**config.mk**
```make
export PLATFORM = sky130hd
export DESIGN_NAME = life_tracker
export DESIGN_NICKNAME = d
export VERILOG_FILES = /design/src/rtl/life_tracker.sv
export SDC_FILE = /design/constraint.sdc
export NUM_CORES = 1
export LEC_CHECK = 0
export CAP_MARGIN = 20
export CORE_ASPECT_RATIO = 1.5
export CORE_MARGIN = 2
export CORE_UTILIZATION = 48
export CTS_CLUSTER_SIZE = 40
export DETAILED_ROUTE_END_ITERATION = 10
export PLACE_DENSITY_LB_ADDON = 0.3
export SLEW_MARGIN = 10
export SYNTH_ARGS = -nofsm -noshare
export SYNTH_HDL_FRONTEND = slang
export SYNTH_HIERARCHICAL = 1
export SYNTH_SLANG_ARGS = --single-unit
```
**constraint.sdc**
```tcl
create_clock -name clk -period 3.3 [get_ports clk]
set_clock_uncertainty 0.15 [all_clocks]
set_input_delay 0.825 -clock clk [delete_from_list [all_inputs] [get_ports clk]]
set_output_delay 0.825 -clock clk [all_outputs]
set_load 0.005 [all_outputs]
```
**src/rtl/life_tracker.sv**
```systemverilog
// life_tracker: per-player life counters for the standoff game.
// Each player's count lives in its own lane. The top level detects the rising edge of
// round_end, applies that round's hits through the lanes, counts round numbers and
// declares game over with either a winner or a draw.

// One player's life counter: loads MAX_LIVES on restart and decrements on a hit,
// saturating at zero. next_alive looks ahead at the value about to be registered so
// the top can decide the game result in the same cycle as the hit.
module life_lane #(
  parameter int MAX_LIVES = 3,
  parameter int LIFE_W    = 2
) (
  input  logic              clk,
  input  logic              rst_n,
  input  logic              new_game,
  input  logic              dec_en,
  input  logic              hit,
  output logic [LIFE_W-1:0] lives,
  output logic              life_lost,
  output logic              next_alive
);

  logic [LIFE_W-1:0] lives_q, lives_d;
  logic              life_lost_q, life_lost_d;

  // next count: restart wins; otherwise a hit costs one life unless already at zero
  always_comb begin
    lives_d     = lives_q;
    life_lost_d = 1'b0;
    if (new_game) begin
      lives_d = LIFE_W'(MAX_LIVES);
    end else if (dec_en && hit && (lives_q != '0)) begin
      lives_d     = lives_q - LIFE_W'(1);
      life_lost_d = 1'b1;
    end
    next_alive = (lives_d != '0);
  end

  // count and loss pulse registers
  always_ff @(posedge clk or negedge rst_n) begin
    if (!rst_n) begin
      lives_q     <= LIFE_W'(MAX_LIVES);
      life_lost_q <= 1'b0;
    end else begin
      lives_q     <= lives_d;
      life_lost_q <= life_lost_d;
    end
  end

  assign lives     = lives_q;
  assign life_lost = life_lost_q;

endmodule

module life_tracker #(
  parameter  int NUM_PLAYERS = 2,
  parameter  int MAX_LIVES   = 3,
  parameter  int ROUND_W     = 8,
  localparam int LIFE_W      = $clog2(MAX_LIVES + 1),
  localparam int PID_W       = ($clog2(NUM_PLAYERS) > 1) ? $clog2(NUM_PLAYERS) : 1
) (
  input  logic                          clk,
  input  logic                          rst_n,
  input  logic                          new_game,
  input  logic                          round_end,
  input  logic [NUM_PLAYERS-1:0]        hit,
  output logic [NUM_PLAYERS*LIFE_W-1:0] lives,
  output logic [NUM_PLAYERS-1:0]        alive,
  output logic [NUM_PLAYERS-1:0]        life_lost,
  output logic [ROUND_W-1:0]            round_count,
  output logic                          game_over,
  output logic                          winner_valid,
  output logic [PID_W-1:0]              winner_id,
  output logic                          draw
);

  typedef enum logic {PLAY = 1'b0, OVER = 1'b1} state_e;

  state_e               state_q, state_d;
  logic                 round_q, round_d;
  logic [ROUND_W-1:0]   round_count_q, round_count_d;
  logic                 winner_valid_q, winner_valid_d;
  logic [PID_W-1:0]     winner_id_q, winner_id_d;
  logic                 draw_q, draw_d;

  logic                   rise;
  logic                   dec_en;
  logic [NUM_PLAYERS-1:0] next_alive;
  int                     n_surv;
  logic [PID_W-1:0]       surv_id;

  // A round only counts on the rising edge, while still playing, and not when a
  // restart arrives in the same cycle (that round is discarded).
  assign rise   = round_end & ~round_q;
  assign dec_en = rise && (state_q == PLAY) && !new_game;

  genvar g;
  generate
    for (g = 0; g < NUM_PLAYERS; g++) begin : g_lane
      life_lane #(
        .MAX_LIVES (MAX_LIVES),
        .LIFE_W    (LIFE_W)
      ) u_lane (
        .clk        (clk),
        .rst_n      (rst_n),
        .new_game   (new_game),
        .dec_en     (dec_en),
        .hit        (hit[g]),
        .lives      (lives[g*LIFE_W +: LIFE_W]),
        .life_lost  (life_lost[g]),
        .next_alive (next_alive[g])
      );
      assign alive[g] = (lives[g*LIFE_W +: LIFE_W] != '0);
    end
  endgenerate

  // survivors after this round's hits; with exactly one, surv_id is its index
  always_comb begin
    n_surv  = 0;
    surv_id = '0;
    for (int i = 0; i < NUM_PLAYERS; i++) begin
      if (next_alive[i]) begin
        n_surv  = n_surv + 1;
        surv_id = PID_W'(i);
      end
    end
  end

  // game state, round counter and result flags
  always_comb begin
    state_d        = state_q;
    round_d        = round_end;
    round_count_d  = round_count_q;
    winner_valid_d = winner_valid_q;
    winner_id_d    = winner_id_q;
    draw_d         = draw_q;
    if (new_game) begin
      state_d        = PLAY;
      round_count_d  = '0;
      winner_valid_d = 1'b0;
      winner_id_d    = '0;
      draw_d         = 1'b0;
    end else if (dec_en) begin
      if (round_count_q != '1) round_count_d = round_count_q + ROUND_W'(1);
      if (n_surv == 1) begin
        state_d        = OVER;
        winner_valid_d = 1'b1;
        winner_id_d    = surv_id;
      end else if (n_surv == 0) begin
        state_d = OVER;
        draw_d  = 1'b1;
      end
    end
  end

  // control registers
  always_ff @(posedge clk or negedge rst_n) begin
    if (!rst_n) begin
      state_q        <= PLAY;
      round_q        <= 1'b0;
      round_count_q  <= '0;
      winner_valid_q <= 1'b0;
      winner_id_q    <= '0;
      draw_q         <= 1'b0;
    end else begin
      state_q        <= state_d;
      round_q        <= round_d;
      round_count_q  <= round_count_d;
      winner_valid_q <= winner_valid_d;
      winner_id_q    <= winner_id_d;
      draw_q         <= draw_d;
    end
  end

  assign game_over    = (state_q == OVER);
  assign winner_valid = winner_valid_q;
  assign winner_id    = winner_id_q;
  assign draw         = draw_q;
  assign round_count  = round_count_q;

endmodule
```
==> results.toml <==
[run_status]
status = "finished clean"

[placed_design]
globalplace.congestion = 0.7632
dpl.hpwl_mm = 1.653
number_of_buffers_added_on_ports = 25
dpl.cell_count = 157
detailed_place.area_mm2 = 0.001379
worst_slack_after_detailed_placement_ns = 0.03259

[pwr]
power-per-cell-area_mw_per_mm2 = 287.9
leakage_uw = 0.0006441
power.ir.vdd_worst_v = 0.0002435

[synth]
synth_top_family_by_area = "simple AND/OR/NAND/NOR gates"
yosys.area_share.simple_pct = 26.85
yosys-top-cells-area = "sky130_fd_sc_hd__dfrtp_1, sky130_fd_sc_hd__dfstp_2, sky130_fd_sc_hd__mux2i_1, sky130_fd_sc_hd__nor2b_1, sky130_fd_sc_hd__ha_1"
synth-warning-count = 6
synth_compound_gate_area_share_pct = 9.954
post_synth_inst_count = 106
synth.mux.area_fraction_pct = 8.565
synth_top_area_share_pct = 34.72
yosys.area_share.xor_xnor_pct = 0
synth.cell_area_mm2 = 0.001081
synth.largest_area_cell = "sky130_fd_sc_hd__dfrtp_1"
synth_area_per_cell_um2 = 10.20
yosys_register_bits = 19
syn_nets = 116
yosysUniqueCellTypes = 31
synth_sequential_area_ratio_pct = 44.44
yosys.area_share.adder_pct = 4.630

[min_path]
hold_start = "winner_valid"
timing.hold.worst.class = "flop to flop"
hold_end = "winner_valid"
hold_depth = 2

[floorplan]
rows = 21
initial_core_util_pct = 49.57
core_region_area_mm2 = 0.002181
floorplan.die.height_um = 62.12
fp.dieArea_mm2 = 0.002656
design.portCount = 26
chipWidth_um = 42.75

[setup_path]
crit_top_cell = "sky130_fd_sc_hd__inv_1"
r2r.worst_path.cells = 9
worst_ep_arrival_time_ns = 2.98
setup.worst_path.start_class = "input pin"
worst_ep_required_time_ns = 3.34
crit-reg2reg-launch = "round_q"
critPathSlowestCell = "sky130_fd_sc_hd__clkdlybuf4s50_1"
timing.critical_path.cells = "clkdlybuf4s50_1 > or3b_4 > nor2_1 > and3b_1 > mux2i_1 > inv_1 > ha_1 > inv_1 > o21ai_0 > a21oi_1"
rrSetupSlack_ns = 0.97
critical_path_buf_inv_count = 3
path_delay_family = "simple AND/OR/NAND/NOR gates"
endpoint_of_the_worst_slack_reg_to_reg_timing_path = "winner_id"
cpPeakStageDelay_ns = 0.52
worst_setup_path_end_kind = "flop"
path_max_fanout = 5
critical_path_class = "input pin to flop"

[global_route]
first_global_vias = 886
initial_antenna_violation_count = 0
grt.overflow.total = 0
first_pass_grt_wire_length_mm = 3.829
largest_net_degree_at_the_start_of_global_routing = 20
aggregate_global_route_resource_usage_pct = 18.65

[clocking]
post-cts-setup-buffer-count = 0
clock-sinks = 19
cts_root_buf = "sky130_fd_sc_hd__clkbuf_4"
clk_pin_slew_worst_paths_ns = 0.10
clock_insertion_delay_worst_skew_ns = 0.30
clock_tree.htree_level_count = 1
post_cts_hold_buffer_count = 0
cts_max_path_buffers = 2
cts-resized-gates = 0
tritoncts.num_buffers = 3
tritoncts = "built"

[timing]
rsz0062_at_grt = "no"
min_period_ns = 2.935
tightest_slew_ns = 0.8345
max_slew_margin_pct = 44.19
hold_violations = 0
setup_tns_ns = 0
setup_viol_count_final = 0
max_freq_mhz = 340.7
finalCritPeriodShare_pct = 88.95
timing.hold.ws_ns = 0.3616
finalWorstSetupSlack_ns = 0.3647
slew_violations = 0

[finish]
final-instance-count-excl-fill = 161
final_nets = 149
drive_gt1_share_pct = 14.49
layout-area-overhead-vs-synth_pct = 29.98
fin_area_mm2 = 0.001405
insertedDiodeCount = 0

[routing]
num_vias = 900
routed_wl_mm = 2.160
via_per_inst = 5.590
routedWlPerCell_um = 13.42
initialDrtViolationCount = 17
drtAntennaViolNets = 0
drcViolationCount = 0
drt_first_pass_iters = 4

[flow_run]
cap_violations = 0
[how the worst max path moves through the flow]
stage               from   endpoint  depth (start not counted)
2_1_floorplan  round_end  winner_id                         10
3_3_place_gp   round_end  winner_id                         10
6_report       round_end  winner_id                         10
5_1_grt        round_end  winner_id                         10
4_1_cts        round_end  winner_id                         10
3_5_place_dp   round_end  winner_id                         10
[layout make-up]
class                      count  area [µm²]
clock buffer                   4       26.28
inverter                       9       33.78
fill                         191       775.7
timing repair buffer          31       295.3
tap                           23       28.78
sequential                    19       480.5
multi-input combinational     75       540.5
[stage by stage]
step | total power, µW | utilization, %
after floorplan | 264.4 | -
after global placement | 290.3 | 63.22
after detailed placement | 291.6 | 63.22
after CTS | 411.6 | 64.43
after global routing | 426.8 | 64.43
final | 404.5 | 64.43
[cells in the mapped netlist (all sizes together)]
master	n
or3b	1
mux2	2
and3b	4
and2b	1
ha	4
dfrtp	15
nor2b	9
and4	2
or2	2
nand4	2
nand2	1
nand2b	2
a211oi	2
clkbuf	1
dfstp	4
a311oi	2
nand3	2
and4bb	1
buf	2
o21ai	2
nor2	9
and2	2
a21oi	7
mux2i	7
nor4	1
inv	9
nor3b	1
and3	2
nor3	4
a31oi	3
[sequential cells by signal, summed over array words and instances, names as in the netlist]
name / cells
round_count: 8
winner_id: 1
game_over: 1
round_q: 1
draw: 1
g_lane.u_lane/lives: 4
winner_valid: 1
g_lane.u_lane/life_lost: 2
[worst min-delay path: cells and delay by family, from the launching register on]
| family | cells | cell delay, ns |
|---|---|---|
| AOI/OAI and AO/OA | 1 | 0.04 |
| DFF | 1 | 0.36 |
| and+or+nand+nor | 1 | 0.08 |
[layout by cell type, fill, tap and decap left out, types with 2 or more instances in the layout]
cell type                          n
sky130_fd_sc_hd__nor2b_1           9
sky130_fd_sc_hd__dfstp_2           4
sky130_fd_sc_hd__o21ai_0           2
sky130_fd_sc_hd__and2_1            2
sky130_fd_sc_hd__or2_2             2
sky130_fd_sc_hd__a211oi_1          2
sky130_fd_sc_hd__ha_1              4
sky130_fd_sc_hd__clkbuf_4          3
sky130_fd_sc_hd__and4_1            2
sky130_fd_sc_hd__and3_1            2
sky130_fd_sc_hd__nor3_1            4
sky130_fd_sc_hd__nand4_1           2
sky130_fd_sc_hd__mux2i_1           7
sky130_fd_sc_hd__nor2_1            9
sky130_fd_sc_hd__buf_4             6
sky130_fd_sc_hd__dfrtp_1          15
sky130_fd_sc_hd__and3b_1           4
sky130_fd_sc_hd__nand3_1           2
sky130_fd_sc_hd__a311oi_1          2
sky130_fd_sc_hd__clkdlybuf4s50_1  25
sky130_fd_sc_hd__a21oi_1           6
sky130_fd_sc_hd__inv_1             9
sky130_fd_sc_hd__a31oi_1           3
sky130_fd_sc_hd__mux2_1            2
sky130_fd_sc_hd__nand2b_1          2
[cell families (layout without fill, tap and decap cells)]
family / after synthesis / in the layout
fa+ha+maj: 4 / 4
flops: 19 / 19
buf+inv: 12 / 44
simple gates: 46 / 46
mux: 9 / 9
compound gates: 16 / 16
[power breakdown]
group	internal, µW	total, µW	switching (µW)
registers	237	242	4.59
logic	23.8	44.3	20.5
clock network	47.1	118	71.2
total	308	405	96.3
[per-layer routing]
metal | global-route usage (%) | up-vias | part of all wire [%]
met5 | 0 | - | 0
li1 | - | 438 | -
met4 | 12.50 | 0 | 2.5
met2 | 28.98 | 29 | 50
met3 | 2.616 | 4 | 4.7
met1 | 23.31 | 429 | 43
Note: power is estimated with default switching activity, not from simulation.
